File: config.mk
export PLATFORM = sky130hd
export DESIGN_NAME = seven_seg_scanner
export DESIGN_NICKNAME = d
export VERILOG_FILES = /design/src/rtl/seven_seg_pkg.sv /design/src/rtl/bcd_to_seg7.sv /design/src/rtl/seven_seg_scanner.sv
export SDC_FILE = /design/constraint.sdc
export NUM_CORES = 1
export LEC_CHECK = 0
export CELL_PAD_IN_SITES_DETAIL_PLACEMENT = 2
export CELL_PAD_IN_SITES_GLOBAL_PLACEMENT = 2
export CORE_MARGIN = 2
export CORE_UTILIZATION = 30
export CTS_CLUSTER_SIZE = 25
export DETAILED_ROUTE_END_ITERATION = 6
export PLACE_DENSITY = 0.68
export SYNTH_ARGS = -nofsm -noshare
export SYNTH_HDL_FRONTEND = slang
export SYNTH_SLANG_ARGS = --single-unit
File: constraint.sdc
create_clock -name clk -period 2.85 [get_ports clk]
set_input_delay 0.7125 -clock clk [delete_from_list [all_inputs] [get_ports clk]]
set_output_delay 0.7125 -clock clk [all_outputs]
set_load 0.01 [all_outputs]
File: src/rtl/seven_seg_pkg.sv
// -----------------------------------------------------------------------------
// seven_seg_pkg
//   Shared types and constants for the 4-digit seven-segment scanner.
//   - bcd_t / seg_t      : one BCD digit, one active-high segment pattern
//                          (bit0 = a ... bit6 = g)
//   - digit_set_t        : a full captured set (four digits + dp enables)
//   - dig_idx_t          : scan slot / digit index, thousands first
//   - anode_onehot()     : active-high anode select for a slot
// -----------------------------------------------------------------------------
package seven_seg_pkg;

  typedef logic [3:0] bcd_t;
  typedef logic [6:0] seg_t;

  // Active-high patterns; polarity is applied only at the output register.
  localparam seg_t SEG_BLANK = 7'h00;
  localparam seg_t SEG_DASH  = 7'h40;  // segment g only

  typedef enum logic [1:0] {
    DIG_THOU = 2'd0,
    DIG_HUND = 2'd1,
    DIG_TENS = 2'd2,
    DIG_ONES = 2'd3
  } dig_idx_t;

  // dp bit order matches the anode order: bit3 = thousands, bit0 = ones.
  typedef struct packed {
    bcd_t       thou;
    bcd_t       hund;
    bcd_t       tens;
    bcd_t       ones;
    logic [3:0] dp;
  } digit_set_t;

  // Slot order walks thousands -> ones, and wraps naturally at 2 bits.
  function automatic dig_idx_t next_slot(input dig_idx_t s);
    return dig_idx_t'(s + 2'd1);
  endfunction

  // Slot 0 (thousands) drives anode bit 3, slot 3 (ones) drives bit 0.
  function automatic logic [3:0] anode_onehot(input dig_idx_t s);
    logic [3:0] sel;
    sel = 4'b1000;
    return sel >> s;
  endfunction

endpackage

File: src/rtl/bcd_to_seg7.sv
// -----------------------------------------------------------------------------
// bcd_to_seg7
//   Combinational BCD to seven-segment decoder, active-high outputs.
//   Codes 0-9 give the standard digit shapes; 10-15 give a dash so that an
//   out-of-range upstream value is visibly wrong rather than silently blank.
//   Ports:
//     bcd  in  4  digit code
//     seg  out 7  segment pattern, bit0 = a ... bit6 = g
// -----------------------------------------------------------------------------
module bcd_to_seg7
  import seven_seg_pkg::*;
(
  input  bcd_t bcd,
  output seg_t seg
);

  always_comb begin
    seg = SEG_DASH;
    unique case (bcd)
      4'd0:    seg = 7'h3F;
      4'd1:    seg = 7'h06;
      4'd2:    seg = 7'h5B;
      4'd3:    seg = 7'h4F;
      4'd4:    seg = 7'h66;
      4'd5:    seg = 7'h6D;
      4'd6:    seg = 7'h7D;
      4'd7:    seg = 7'h07;
      4'd8:    seg = 7'h7F;
      4'd9:    seg = 7'h6F;
      default: seg = SEG_DASH;
    endcase
  end

endmodule

File: src/rtl/seven_seg_scanner.sv
// -----------------------------------------------------------------------------
// seven_seg_scanner
//   Time-multiplexes four BCD digits onto a 4-digit common-anode display.
//   A valid/ready handshake captures new digit sets into a one-entry pending
//   buffer; the displayed (active) set only changes on a frame boundary, so a
//   scan frame never mixes two digit sets. Each slot starts with a short guard
//   interval with every anode off to suppress ghosting between digits.
//
//   Parameters:
//     SCAN_DIV       clk cycles per digit slot (4..65535)
//     GUARD          anodes-off cycles at the start of each slot (< SCAN_DIV)
//     BLANK_LEADING  1 = blank leading zeros
//     SEG_ACTIVE_LOW 1 = segments, dp and anodes light when driven low
//
//   Ports:
//     clk           in   system clock
//     reset_n       in   asynchronous active-low reset
//     thousands..ones in 4 BCD digits, thousands is the MSB
//     dp_in         in   4 decimal-point enables (bit3 = thousands)
//     digits_valid  in   upstream offers a digit set
//     digits_ready  out  a digit set can be accepted this cycle
//     segments      out  7 segment drive, bit0 = a ... bit6 = g
//     dp            out  decimal-point drive
//     anode         out  4 digit select (bit3 = thousands)
//     frame_start   out  one-cycle pulse as slot 0 of a frame begins
// -----------------------------------------------------------------------------
module seven_seg_scanner
  import seven_seg_pkg::*;
#(
  parameter int SCAN_DIV       = 1000,
  parameter int GUARD          = 4,
  parameter int BLANK_LEADING  = 1,
  parameter int SEG_ACTIVE_LOW = 1
) (
  input  logic       clk,
  input  logic       reset_n,
  input  logic [3:0] thousands,
  input  logic [3:0] hundreds,
  input  logic [3:0] tens,
  input  logic [3:0] ones,
  input  logic [3:0] dp_in,
  input  logic       digits_valid,
  output logic       digits_ready,
  output logic [6:0] segments,
  output logic       dp,
  output logic [3:0] anode,
  output logic       frame_start
);

  localparam int               DIV_W     = $clog2(SCAN_DIV);
  localparam logic [DIV_W-1:0] DIV_TC    = DIV_W'(SCAN_DIV - 1);
  localparam logic [DIV_W-1:0] GUARD_CNT = DIV_W'(GUARD);
  localparam logic             POL       = (SEG_ACTIVE_LOW != 0);
  localparam logic             BLANK_EN  = (BLANK_LEADING != 0);

  // ---------------------------------------------------------------------------
  // Divider and slot counter
  // ---------------------------------------------------------------------------
  logic [DIV_W-1:0] div_cnt;
  dig_idx_t         slot;
  logic             at_tc;
  logic             frame_edge;

  assign at_tc      = (div_cnt == DIV_TC);
  assign frame_edge = at_tc && (slot == DIG_ONES);

  // NOTE: state registers use non-blocking assignments so every always_ff
  // sees the pre-edge value of every other register, whatever the order.
  always_ff @(posedge clk or negedge reset_n) begin
    if (!reset_n) begin
      div_cnt <= '0;
      slot    <= DIG_THOU;
    end else if (at_tc) begin
      div_cnt <= '0;
      slot    <= next_slot(slot);
    end else begin
      div_cnt <= div_cnt + 1'b1;
    end
  end

  // ---------------------------------------------------------------------------
  // Capture handshake with a one-entry pending buffer
  // ---------------------------------------------------------------------------
  digit_set_t incoming;
  digit_set_t pending;
  digit_set_t active;
  logic       pending_full;
  logic       accept;

  assign incoming = '{thou: thousands, hund: hundreds, tens: tens,
                      ones: ones, dp: dp_in};

  // Ready comes straight from a register, so it is glitch-free and has no
  // combinational path back from digits_valid.
  assign digits_ready = !pending_full;
  assign accept       = digits_valid && digits_ready;

  // NOTE: the digit buffers are reset along with the control bits; the
  // display must come up as a known "0" and a reset must discard any
  // half-delivered set, so these are not left as unreset storage.
  always_ff @(posedge clk or negedge reset_n) begin
    if (!reset_n) begin
      pending      <= '0;
      active       <= '0;
      pending_full <= 1'b0;
    end else if (frame_edge) begin
      if (pending_full) begin
        // ready is low while full, so no accept can collide with this copy
        active       <= pending;
        pending_full <= 1'b0;
      end else if (accept) begin
        // Bypass: the set arrives exactly on the boundary, show it next frame
        active <= incoming;
      end
    end else if (accept) begin
      pending      <= incoming;
      pending_full <= 1'b1;
    end
  end

  // ---------------------------------------------------------------------------
  // Digit select, leading-zero blanking and decode
  // ---------------------------------------------------------------------------
  logic lz_thou;
  logic lz_hund;
  logic lz_tens;
  bcd_t sel_bcd;
  logic sel_blank;
  logic sel_dp;
  seg_t dec_seg;
  seg_t seg_next;
  logic [3:0] anode_next;

  // A dash code is nonzero, so it stops the blanking run like any digit.
  assign lz_thou = (active.thou == 4'd0);
  assign lz_hund = lz_thou && (active.hund == 4'd0);
  assign lz_tens = lz_hund && (active.tens == 4'd0);

  // NOTE: every output of this block is given a default before the case so
  // no path leaves a value unassigned, which would infer a latch.
  always_comb begin
    sel_bcd   = active.ones;
    sel_blank = 1'b0;
    sel_dp    = active.dp[0];
    unique case (slot)
      DIG_THOU: begin
        sel_bcd   = active.thou;
        sel_blank = lz_thou;
        sel_dp    = active.dp[3];
      end
      DIG_HUND: begin
        sel_bcd   = active.hund;
        sel_blank = lz_hund;
        sel_dp    = active.dp[2];
      end
      DIG_TENS: begin
        sel_bcd   = active.tens;
        sel_blank = lz_tens;
        sel_dp    = active.dp[1];
      end
      DIG_ONES: begin
        sel_bcd   = active.ones;
        sel_blank = 1'b0;
        sel_dp    = active.dp[0];
      end
      default: ;
    endcase
  end

  bcd_to_seg7 u_dec (
    .bcd (sel_bcd),
    .seg (dec_seg)
  );

  // Blanking hides segments only; the decimal point still follows dp_in.
  assign seg_next   = (BLANK_EN && sel_blank) ? SEG_BLANK : dec_seg;
  assign anode_next = (div_cnt < GUARD_CNT) ? 4'b0000 : anode_onehot(slot);

  // ---------------------------------------------------------------------------
  // Output register; polarity applied here and nowhere else
  // ---------------------------------------------------------------------------
  always_ff @(posedge clk or negedge reset_n) begin
    if (!reset_n) begin
      anode       <= {4{POL}};
      segments    <= {7{POL}};
      dp          <= POL;
      frame_start <= 1'b0;
    end else begin
      anode       <= anode_next ^ {4{POL}};
      segments    <= seg_next ^ {7{POL}};
      dp          <= sel_dp ^ POL;
      frame_start <= frame_edge;
    end
  end

endmodule

==> results by stage <==
Clocking:
- Clock-pin slew was measured on the worst setup and hold paths at 80 ps.
- For the worst-skew pair, the clock arrives at the later sink with an insertion delay of approximately 350 ps.
- Buffers inserted to repair hold after CTS numbered 0.
- The CTS sink count is 66.
- Counting the buffers created by CTS gives 9.
- TritonCTS built the clock tree.
- The longest clock path from root to sink contains 2 buffers.
- In this run the number of H-tree levels came out at 3.
- The cell sitting at the root of the clock tree is a sky130_fd_sc_hd__clkbuf_8.

Yosys:
- The net count after synthesis is 280.
- The number of warnings printed during yosys synthesis is 0.
- The async set or reset register ratio after synthesis is 100%.
- The number of distinct library cells after synthesis is 40.
- In this run, synthesis produced a sequential element count of 66.
- After synthesis, the mean cell area works out to 13.2 µm².
- The synthesized design contains 0 enable-type register cells.
- The most used flip-flop cell after synthesis is sky130_fd_sc_hd__dfrtp_1.
- The post-synthesis instance total is between 200 and 250.
- For this run, the register share of the synthesized area comes to just over 50%.
- The netlist area before placement is roughly 3200 µm².

Die:
- The width of the die is roughly 110 µm.
- The core region area is around 10000 µm².
- The number of core rows is 37.
- The initial standard-cell utilization of the core is approximately 31%.
- The die is between 100 and 150 µm tall.
- During I/O placement, the number of pins put on the boundary was 37.
- The die covers 11700 µm².

Place:
- The global placer's final weighted congestion is between 0.7 and 0.8.
- The count of buffers from port buffering is 36.
- Once placement completed, the tool counted placed cells totaling about 420.
- Detailed placement ended at an HPWL of around 5100 µm.

Global routing:
- The number of antenna violations at the first check in global routing is 0.
- The global-route total usage across every layer is between 10% and 20%.
- The maximum number of pins on one net before global-route repair is 27.
- The first-pass GRT wire length is 12100 µm.
- The via count of the first global-routing pass was approximately 2300.
- Global routing finished with a remaining overflow of 0.

Routing:
- The detailed-routing wirelength on met1 is about 3200 µm.
- The routed via count is ~2100.
- The DRC violation count after routing is 0.
- The routed design has ~7000 µm of wire.
- Using the TritonRoute via totals, the vias-per-cell ratio works out to roughly 4.8.
- The first-pass iteration count of the detailed router is 5.
- In the final routed layout, each cell accounts on average for 16.3 µm.
- The top layer reached by signal wires is met4.
- The sum of met2 wire segment lengths after detailed routing is 3540 µm.
- After the first detailed-routing iteration, the DRC count stood at between 50 and 60.
- The routed wire length on met3 is 239 µm.
- The residual antenna-violating net count after detailed routing is 0.

Timing:
- Setup repair after global routing left no endpoint under its margin.
- The portion of the clock cycle consumed by the worst path in the final layout is approximately nine tenths.
- The smallest clock period supported by the final layout is computed as between 2000 and 3000 ps.
- The number of pins exceeding their max-slew limit in the final report came to 0.
- Headroom to the max-slew limit came out at 63.6%.
- Final hold analysis gives a worst-case slack of between 300 and 400 ps.
- The maximum achievable frequency is between 300 and 400 MHz.
- Setup violations remaining at the end of the flow were counted as 0.
- The final number of hold-violating endpoints is 0.
- At the pin with the least slew margin, the transition time is between 500 and 600 ps.
- The setup TNS after final layout is 0 ps.
- Across the routed clock network, the largest skew measured is between 10 and 15 ps.

Flow run:
- The max capacitance violation total is 0.

Final layout:
- In the final design database the tool counted 324 nets.
- The repair_antennas step left the layout with diodes totalling 0.
- The layout-stage area growth over the synthesis result is 21.0%.
- The most frequent standard cell in the layout excluding fill and tap cells is sky130_fd_sc_hd__dfrtp_1.
- The fraction of final layout cells sized beyond drive strength 1 is approximately a quarter.
- The library cells used most frequently in the layout, excluding fill and tap cells, are sky130_fd_sc_hd__dfrtp_1 (54), sky130_fd_sc_hd__clkdlybuf4s50_1 (35), sky130_fd_sc_hd__mux2_2 (20), sky130_fd_sc_hd__mux2_1 (20), sky130_fd_sc_hd__mux2_4 (17).
- The number of cells in the finished layout apart from fillers is about 430.

Critical path:
- The sort of element at the start of the critical path is a flop.
- For the worst setup path, the data arrival time is about 2800 ps.
- The largest fanout of any net on the critical path is 8.
- The type of element capturing the critical path is a flop.
- The endpoint required time on the critical path is between 3000 and 4000 ps.
- The kind of critical path is flop to flop.
- Across all register-to-register paths, the minimum setup slack is ~320 ps.

Power:
- The power consumption is 0.00185 W.
- The power per cell area is 471 nW/µm².
- The cell leakage power is between 1.5 and 2 nW.
- IR analysis of the VDD net gives a maximum drop of between 0.15 and 0.2 mV.

Worst hold path:
- The min-delay analysis places its worst path in the category primary input to async pin.

Outcome:
- The flow ran to the end, and the final reports show no timing, DRC or antenna violations.
-- state kept, by name (all words and copies together) (netlist names) --
name          flops
pending          20
active           20
pending_full      1
anode             4
segments          7
div_cnt          10
dp                1
frame_start       1
slot              2
-- stage by stage --
stage                     util [%]  area [µm²]  worst slack (ps)
after floorplan                  -        3240               702
after global placement        35.8        3730               337
after detailed placement      35.8        3730               154
after CTS                     37.6        3920              96.9
after global routing          37.7        3920              58.1
final                         37.7        3920               319
-- worst max-delay path: stages, from the launching register on --
cell	delay, ps
sky130_fd_sc_hd__dfrtp_1	410
sky130_fd_sc_hd__inv_1	140
sky130_fd_sc_hd__ha_1	340
sky130_fd_sc_hd__a222oi_1	180
sky130_fd_sc_hd__mux2i_2	410
sky130_fd_sc_hd__inv_1	150
sky130_fd_sc_hd__ha_1	230
sky130_fd_sc_hd__a211o_1	270
sky130_fd_sc_hd__o211a_1	110
sky130_fd_sc_hd__o21ai_0	200
-- area by class of cell --
class                           instances  area [µm²]
Inverter                               13        48.8
Clock inverter                          7        70.1
Tap cell                              136         170
Multi-Input combinational cell        159        1450
Clock buffer                            9         124
Sequential cell                        66        1670
Timing Repair Buffer                   41         393
Fill cell                            1082        6490
-- kinds of logic (layout without fill, tap and decap cells) --
family | Yosys count | after routing | share of synthesized area (%)
XOR/XNOR | 7 | 7 | 1.89
buffers and inverters | 21 | 70 | 3.97
AND/OR/NAND/NOR | 45 | 45 | 7.25
multiplexers | 68 | 68 | 25.2
flip-flops | 66 | 66 | 51.4
adder cells (fa/ha/maj) | 11 | 11 | 4.24
AO/OA/AOI/OAI | 28 | 28 | 6.10
-- repair_timing --
item                                   CTS  global route
setup buffers                            0             0
setup endpoints to repair                0             1
gates resized for setup                  0             1
endpoints found under the hold margin    0             0
-- synth_stat cells, types with 5 or more instances --
library cell,count,share of area [%]
sky130_fd_sc_hd__a21oi_1,5,0.77
sky130_fd_sc_hd__dfrtp_1,54,42
sky130_fd_sc_hd__dfstp_2,12,9.7
sky130_fd_sc_hd__ha_1,11,4.2
sky130_fd_sc_hd__inv_1,12,1.4
sky130_fd_sc_hd__mux2_1,20,6.9
sky130_fd_sc_hd__mux2_2,20,6.9
sky130_fd_sc_hd__mux2_4,17,7.9
sky130_fd_sc_hd__mux2i_1,11,3.4
sky130_fd_sc_hd__nand2_1,13,1.5
sky130_fd_sc_hd__nor2_1,12,1.4
sky130_fd_sc_hd__o21ai_0,7,1.1
-- power by group --
part	internal [W]	switching [W]
clock	0.000402	0.000375
sequential	0.000961	0.0000106
combinational	0.0000571	0.0000409
-- per-layer routing --
layer | vias to the layer above | track usage [%]
li1 | 958 | -
met2 | 30 | 22.9
met4 | 0 | 3.57
met5 | - | 0
met3 | 9 | 4.22
met1 | 1055 | 17.0
-- worst paths after layout --
kind	from	end	cells after the start
worst max-delay path	slot[1]	segments[4]	9
worst min-delay path	reset_n	pending[3]	1
worst max register to register	slot[1]	segments[4]	9
worst min register to register	div_cnt[0]	div_cnt[0]	1
max in group asynchronous	reset_n	anode[3]	2
min in group clk	div_cnt[0]	div_cnt[0]	1
(Power assumes the default switching activity.)
